--- src/rtl/cache_refill_arbiter.sv ---
// Two-requester line refill/writeback arbiter serialising cache lines into single-word bus beats.
// Optional macro ARB_FIXED_PRIO_EN: requester 1 wins ties instead of round-robin.
module cache_refill_arbiter #(
    parameter int ADDR_WIDTH = 32,
    parameter int DATA_WIDTH = 32,
    parameter int LINE_WIDTH = 256
) (
    input  logic                    clk,
    input  logic                    rst,
    input  logic [1:0]              req_valid,
    input  logic [1:0]              req_we,
    input  logic [2*ADDR_WIDTH-1:0] req_addr,
    input  logic [2*LINE_WIDTH-1:0] req_wline,
    output logic [1:0]              resp_valid,
    output logic [LINE_WIDTH-1:0]   resp_line,
    output logic                    busy,
    output logic                    grant_id,
    output logic                    bus_valid,
    output logic                    bus_we,
    output logic [ADDR_WIDTH-1:0]   bus_addr,
    output logic [DATA_WIDTH-1:0]   bus_wdata,
    input  logic                    bus_ack,
    input  logic [DATA_WIDTH-1:0]   bus_rdata
);

    localparam int DATA_PER_LINE = LINE_WIDTH / DATA_WIDTH;
    localparam int CNT_W         = $clog2(DATA_PER_LINE);
    localparam int OFF_W         = $clog2(LINE_WIDTH / 8);
    localparam logic [CNT_W-1:0]      LAST_CNT    = CNT_W'(DATA_PER_LINE - 1);
    localparam logic [ADDR_WIDTH-1:0] BEAT_STRIDE = ADDR_WIDTH'(DATA_WIDTH / 8);

    typedef enum logic [1:0] {
        ST_IDLE  = 2'd0,
        ST_BURST = 2'd1,
        ST_RESP  = 2'd2
    } state_t;

    state_t                  state_r;
    logic [CNT_W-1:0]        cnt_r;
    logic                    we_r;
    logic [LINE_WIDTH-1:0]   line_buf_r;
`ifdef ARB_FIXED_PRIO_EN
`else
    logic                    rr_r;
`endif

    logic                    win_s;
    logic [ADDR_WIDTH-1:0]   sel_addr_s;
    logic [ADDR_WIDTH-1:0]   base_s;
    logic [LINE_WIDTH-1:0]   sel_wline_s;
    logic [LINE_WIDTH-1:0]   merged_s;
    logic [CNT_W-1:0]        nxt_cnt_s;

    // Arbitration: a lone requester wins; ties go to rr (or requester 1 when fixed priority)
    always_comb begin
        win_s = 1'b0;
        if (req_valid == 2'b11) begin
`ifdef ARB_FIXED_PRIO_EN
            win_s = 1'b1;
`else
            win_s = rr_r;
`endif
        end else begin
            win_s = req_valid[1];
        end
    end

    // Winner's request fields and line-aligned base address
    always_comb begin
        sel_addr_s  = req_addr[win_s*ADDR_WIDTH +: ADDR_WIDTH];
        sel_wline_s = req_wline[win_s*LINE_WIDTH +: LINE_WIDTH];
        base_s      = (sel_addr_s >> OFF_W) << OFF_W;
    end

    // Line buffer with the current beat's read data merged in (writes keep the latched line)
    always_comb begin
        merged_s  = line_buf_r;
        nxt_cnt_s = cnt_r + CNT_W'(1);
        if (!we_r) begin
            merged_s[cnt_r*DATA_WIDTH +: DATA_WIDTH] = bus_rdata;
        end else begin
            merged_s = line_buf_r;
        end
    end

    // Burst controller: latch winner, issue beats until the last ack, pulse the response
    always_ff @(posedge clk or posedge rst) begin
        if (rst) begin
            state_r    <= ST_IDLE;
            cnt_r      <= '0;
            we_r       <= 1'b0;
            line_buf_r <= '0;
            resp_valid <= 2'b00;
            resp_line  <= '0;
            busy       <= 1'b0;
            grant_id   <= 1'b0;
            bus_valid  <= 1'b0;
            bus_we     <= 1'b0;
            bus_addr   <= '0;
            bus_wdata  <= '0;
`ifdef ARB_FIXED_PRIO_EN
`else
            rr_r       <= 1'b0;
`endif
        end else begin
            resp_valid <= 2'b00;
            case (state_r)
                ST_IDLE: begin
                    if (|req_valid) begin
                        state_r   <= ST_BURST;
                        grant_id  <= win_s;
                        we_r      <= req_we[win_s];
                        cnt_r     <= '0;
                        busy      <= 1'b1;
                        bus_valid <= 1'b1;
                        bus_we    <= req_we[win_s];
                        bus_addr  <= base_s;
                        if (req_we[win_s]) begin
                            line_buf_r <= sel_wline_s;
                            bus_wdata  <= sel_wline_s[DATA_WIDTH-1:0];
                        end else begin
                            bus_wdata  <= '0;
                        end
                    end
                end
                ST_BURST: begin
                    if (bus_ack) begin
                        line_buf_r <= merged_s;
                        if (cnt_r == LAST_CNT) begin
                            state_r              <= ST_RESP;
                            bus_valid            <= 1'b0;
                            bus_we               <= 1'b0;
                            bus_addr             <= '0;
                            bus_wdata            <= '0;
                            resp_line            <= merged_s;
                            resp_valid[grant_id] <= 1'b1;
                        end else begin
                            cnt_r    <= nxt_cnt_s;
                            bus_addr <= bus_addr + BEAT_STRIDE;
                            if (we_r) begin
                                bus_wdata <= line_buf_r[nxt_cnt_s*DATA_WIDTH +: DATA_WIDTH];
                            end else begin
                                bus_wdata <= '0;
                            end
                        end
                    end
                end
                ST_RESP: begin
                    state_r <= ST_IDLE;
                    cnt_r   <= '0;
                    busy    <= 1'b0;
`ifdef ARB_FIXED_PRIO_EN
`else
                    rr_r    <= ~grant_id;
`endif
                end
                default: begin
                    state_r   <= ST_IDLE;
                    cnt_r     <= '0;
                    busy      <= 1'b0;
                    bus_valid <= 1'b0;
                end
            endcase
        end
    end

endmodule

--- config.mk ---
export PLATFORM = sky130hd
export DESIGN_NAME = cache_refill_arbiter
export DESIGN_NICKNAME = d
export VERILOG_FILES = /design/src/rtl/cache_refill_arbiter.sv
export SDC_FILE = /design/constraint.sdc
export NUM_CORES = 2
export LEC_CHECK = 0
export ABC_AREA = 0
export BUFFER_PORTS_ARGS = -buffer_cell sky130_fd_sc_hd__buf_4
export CORE_MARGIN = 1.5
export CORE_UTILIZATION = 25
export DETAILED_ROUTE_END_ITERATION = 12
export SLEW_MARGIN = 40
export SYNTH_ARGS = -nofsm -noshare
export SYNTH_HDL_FRONTEND = slang
export SYNTH_SLANG_ARGS = --single-unit
--- constraint.sdc ---
create_clock -name clk -period 30.3 [get_ports clk]
set_clock_uncertainty 0.15 [all_clocks]
set_input_delay 3.03 -clock clk [delete_from_list [all_inputs] [get_ports clk]]
set_output_delay 3.03 -clock clk [all_outputs]
set_load 0.03 [all_outputs]
; ---- Word-level counts from Yosys, hierarchy flattened
; Index checks and enable logic that the tools add are counted.
[word_totals]
reg_bits = 589
input_bits = 615
output_inout_bits = 326
wordCells = 88
[classes]
addsub = 3
n_lt_le_gt_ge = 3
n_eq_ne = 9
shifts = 5
mux = 39
bitwise_logic = 3
n_reduce_logical = 13
[op_table]
columns = cell, n
row1 = 256-bit 2-to-1 mux, 4
row2 = 256-bit one-hot mux with 2 select lines, 1
row3 = 512-bit by 10-bit indexed part select with 256-bit output, 1
row4 = 256-bit bitwise mux, 1
row5 = 32-bit 2-to-1 mux, 8
row6 = "32-bit by 34-bit variable shift with 256-bit output, first input constant", 1
row7 = 256-bit by 9-bit indexed part select with 32-bit output, 1
row8 = 32-bit by 34-bit indexed part select with 256-bit output, 1
row9 = 32-bit one-hot mux with 2 select lines, 2
row10 = 64-bit by 7-bit indexed part select with 32-bit output, 1
row11 = 8-bit negation with 34-bit output, 1
row12 = "32-bit by 3-bit adder with 32-bit output, second input constant", 1
row13 = 2-bit 2-to-1 mux, 6
row14 = 3-bit AND reduction, 4
row15 = 4-bit AND reduction, 3
row16 = "2-bit != test, second input constant", 5
row17 = 3-bit 2-to-1 mux, 3
row18 = 1-bit 2-to-1 mux, 8
row19 = 3-bit one-hot mux with 2 select lines, 1
row20 = "2-bit equality test, second input constant", 2
row21 = "1-bit by 2-bit less-than comparator with 1-bit output, second input constant", 2
row22 = 1-bit one-hot mux with 2 select lines, 2
row23 = 2-bit one-hot mux with 2 select lines, 1
row24 = 2-bit AND reduction, 2
row25 = 11 further kinds, 13

; ---- Logic depth before layout (Yosys ltp)
[logic_depth]
depth_word = 7
mapped_depth = 12
mapped_depth_nobuf = 8

; ---- Least setup slack after synthesis
; No wires, ideal clock.
[synth_path]
path_type = input to register
start = in req_valid[0]
end = reg bus_wdata[10]
setup_ns = 0.126
arrival_ns = 4.423
required_time_ns = 30.024
slack_ns = 25.601
stages = 7
n_path_buf = 2
cell_sequence = and2b_1 nor2_1 buf_2 buf_2 mux2i_1 nor2_1 a221o_1
[synth_via]
elab_chain_cells = 7
word_cells_on_any_way = 11
classes_between = eq/ne: 2 / shift: 1 / mux: 6 / reduce/logical: 2
[synth_lines]
columns = item, line_no
row1 = "start, declared", 10  ; input logic [1:0] req_valid,
row2 = branches (longest 7 deep; another with 512-bit by 10-bit indexed part select with 256-bit output), -
row3 = "end signal, assigned", 120  ; bus_wdata <= sel_wline_s[DATA_WIDTH-1:0];
row4 = "end signal, assigned", 141  ; bus_wdata <= line_buf_r[nxt_cnt_s*DATA_WIDTH +: DATA_WIDTH];
row5 = "end, declared", 21  ; output logic [DATA_WIDTH-1:0] bus_wdata,
; Several ways; the timed one is not identified. The select of a mux whose other input is x is not followed.
; A chain may end at the register's enable or synchronous reset.

==> metrics <==
routing usage on met2 0.4804; Synth area leader dfrtp_1; Worst Setup Start Kind input pin; Synth cell types 79; clock power share 0.188; die width 363.7 µm; Max Freq 0.1791 GHz; mapped cell area 32530 µm²; Residual DRC 0; io pins 941; initial antenna violation count 16; initial core utilization 0.2515; MaxCap Viol Count 0; PostCTS Resize Cnt 0; top-area cell type share of the netlist area 0.4516; die area 132300 µm²; core box area 129300 µm²; R2R depth 10; Syn Inst Count 3537; vias in the first global route 31.11k; GRT Total Usage 0.2693; top post-synthesis cells by count 595 x nand2_1, 587 x dfrtp_1, 374 x nor2_1, 358 x o21ai_0, 226 x a21oi_1; dpl ws 23.70 ns; crit-path max cell delay 0.65 ns; htree depth 3; cts hold-fix bufs 0; Std-Cell Rows 132; R2R Setup Slk 25.49 ns; CP max FO 109; cell internal pwr 2.616 mW; Worst-path clk slew 0.06 ns; Seq pwr share 0.295; Port Buf Inserts 928; RR Startpoint cnt_r[0]$_DFFE_PP0P_; final worst slack 24.72 ns; Psw 2.376 mW; Worst path slowest cell buf_4; minimum clock period 5.583 ns; RR Endpoint line_buf_r[81]$_DFFE_PP0P_; CTS Buffer Depth 3; Post-synth EDFFs 0; period utilization 0.1843; pwr dens 114.7 nW/µm²; Hold Crit Endpoint resp_line[26]$_DFFE_PP0P_; post-synthesis register bit count 587; Num CTS Buffers 76; DRT antenna net count 0; Die Y 363.7 µm; RSZ-0062 raised after global routing no; run status finished clean; Leak Pwr 19.49 nW; Most Frequent Cell on Critical Path buf_4; first-pass GRT wire length 249900 µm; layout cells sized above 1 0.2945; Final Max Tran Viols 0; synth warn 0; Worst-Skew Late Latency 0.66 ns; Worst-Margin Slew 0.8724 ns; final hold slack 0.3296 ns; gpl congestion 0.8506; worst path bufs/invs 6; Setup CP Type input pin to asynchronous set/reset pin; setup violators final 0; wire length per cell 30.27 µm; Critical Path AT 6.17 ns; layout net count 4880; WL final 183700 µm; Post-Layout Cell Count 6068; CTS Sinks 587; met3 usage 0.04952; combinational share of power 0.516; cell with the most instances after synthesis nand2_1; Sw Share 0.4760; CP cell instances buf_4 > clkinv_8 > buf_6 > buf_6 > buf_4 > buf_4; global route hottest layer met2; Hold Crit Class register to register; final hold vios 0; Slew HR 0.4171; Area Growth Syn to Fin 33.78%; largest net degree at the start of global routing 133; DRT iter0 DRCs 2749; Crit. End Element asynchronous set/reset pin; WHS Path Cells 2; Vias per Instance 5.343; Worst Path Required 30.89 ns; syn avg cell area 9.196 µm²; ys async rst share 1.000; via count 32.42k; Detail Placement HPWL 138700 µm; grt ovf 0; Cells after DPL 5919; Synth Flop Type dfrtp_1; met1 Use GR 0.3105; CP delay by family, top buffers and inverters; Peak supply drop 0.05222 mV; Total Power 4.992 mW; sequential fraction of the synthesis area 0.4516; CTS tree yes; sum of negative setup slack 0 ns; min-delay src resp_line[26]$_DFFE_PP0P_; postcts setup bufs 0; CTS root buf clkbuf_16; top post-synthesis cells by area dfrtp_1 45%, nand2_1 6.9%, o21ai_0 5.5%; TritonRoute pass-1 iters 5
power groups by stage:
stage	Clock (mW)	Combinational, mW	Sequential [mW]
4_1_cts	0.957	2.62	1.47
6_report	0.940	2.58	1.47
5_1_grt	0.984	2.73	1.51
2_1_floorplan	0	1.20	1.68
3_5_place_dp	0	2.61	1.48
3_3_place_gp	0	2.57	1.47
placed cells by master, fill, tap and decap left out, types with 25 or more instances in the layout:
master	synthesis	layout
buf_4	8	978
a32oi_1	25	25
nand2_1	595	591
mux2i_1	178	176
mux4_2	64	64
o21ai_0	358	357
clkbuf_16	0	78
o2bb2ai_1	31	31
o22ai_1	39	39
nand3_1	132	130
dfrtp_1	587	586
nor2_1	374	372
o32ai_1	38	38
mux2_2	32	32
a32o_1	75	75
a221o_1	35	35
a21oi_1	226	226
o22a_1	46	46
a22o_1	119	119
worst max path at each step:
stage	startpoint	end	slack, ns	cells after the start
floorplan	rst	bus_addr[10]$_DFFE_PP0P_	10.69	1
CTS	rst	line_buf_r[161]$_DFFE_PP0P_	24.42	6
detailed placement	rst	resp_line[139]$_DFFE_PP0P_	23.70	6
global placement	rst	line_buf_r[139]$_DFFE_PP0P_	23.24	6
global route	rst	line_buf_r[129]$_DFFE_PP0P_	24.27	6
finish	rst	resp_line[197]$_DFFE_PP0P_	24.72	6
cell families after synthesis:
kind of cell | count (synthesis) | synth area share
compound gates | 1103 | 0.2310
xor+xnor | 2 | 0.0005386
fa+ha+maj | 6 | 0.002308
buf+inv | 373 | 0.05104
flops | 587 | 0.4516
mux | 274 | 0.1102
other cells | 1 | 0.0001153
simple gates | 1191 | 0.1532
state kept, by name, summed over array words and instances (netlist names):
name and count:
bus_addr 30, we_r 1, cnt_r 3, rr_r 1, busy 1, resp_valid 2
state_r 2, grant_id 1, resp_line 256, bus_we 1, bus_wdata 32, bus_valid 1
line_buf_r 256
worst reg2reg max path: cells and delay by family (launching register included):
kind	cells	cell delay, ns
buffers and inverters	5	1.70
and+or+nand+nor	2	0.96
DFF	1	0.78
adders and majority gates	1	0.77
AOI/OAI and AO/OA	2	0.36
per-stage QoR:
| step | util | cell area (µm²) |
|---|---|---|
| 2_1_floorplan | - | 32530 |
| 3_3_place_gp | 0.3148 | 40720 |
| 3_5_place_dp | 0.3160 | 40870 |
| 4_1_cts | 0.3355 | 43390 |
| 5_1_grt | 0.3364 | 43500 |
| 6_report | 0.3365 | 43520 |
routing by layer:
metal  vias to the layer above  wire length, µm
met5                         -              104
met4                        16             9310
met3                       311            11580
met2                      1416            93790
met1                     16330            68880
li1                      14350                -
area by class of cell:
class                      instances  area (µm²)
timing repair buffer            1001        7702
fill                           13490       85800
clock inverter                    28       301.5
antenna                            7       17.52
tap                             1742        2180
sequential                       587       14690
multi-input combinational       2578       16330
inverter                          15       68.82
clock buffer                     110        2222
No activity file was read; power rests on OpenSTA's default activity.
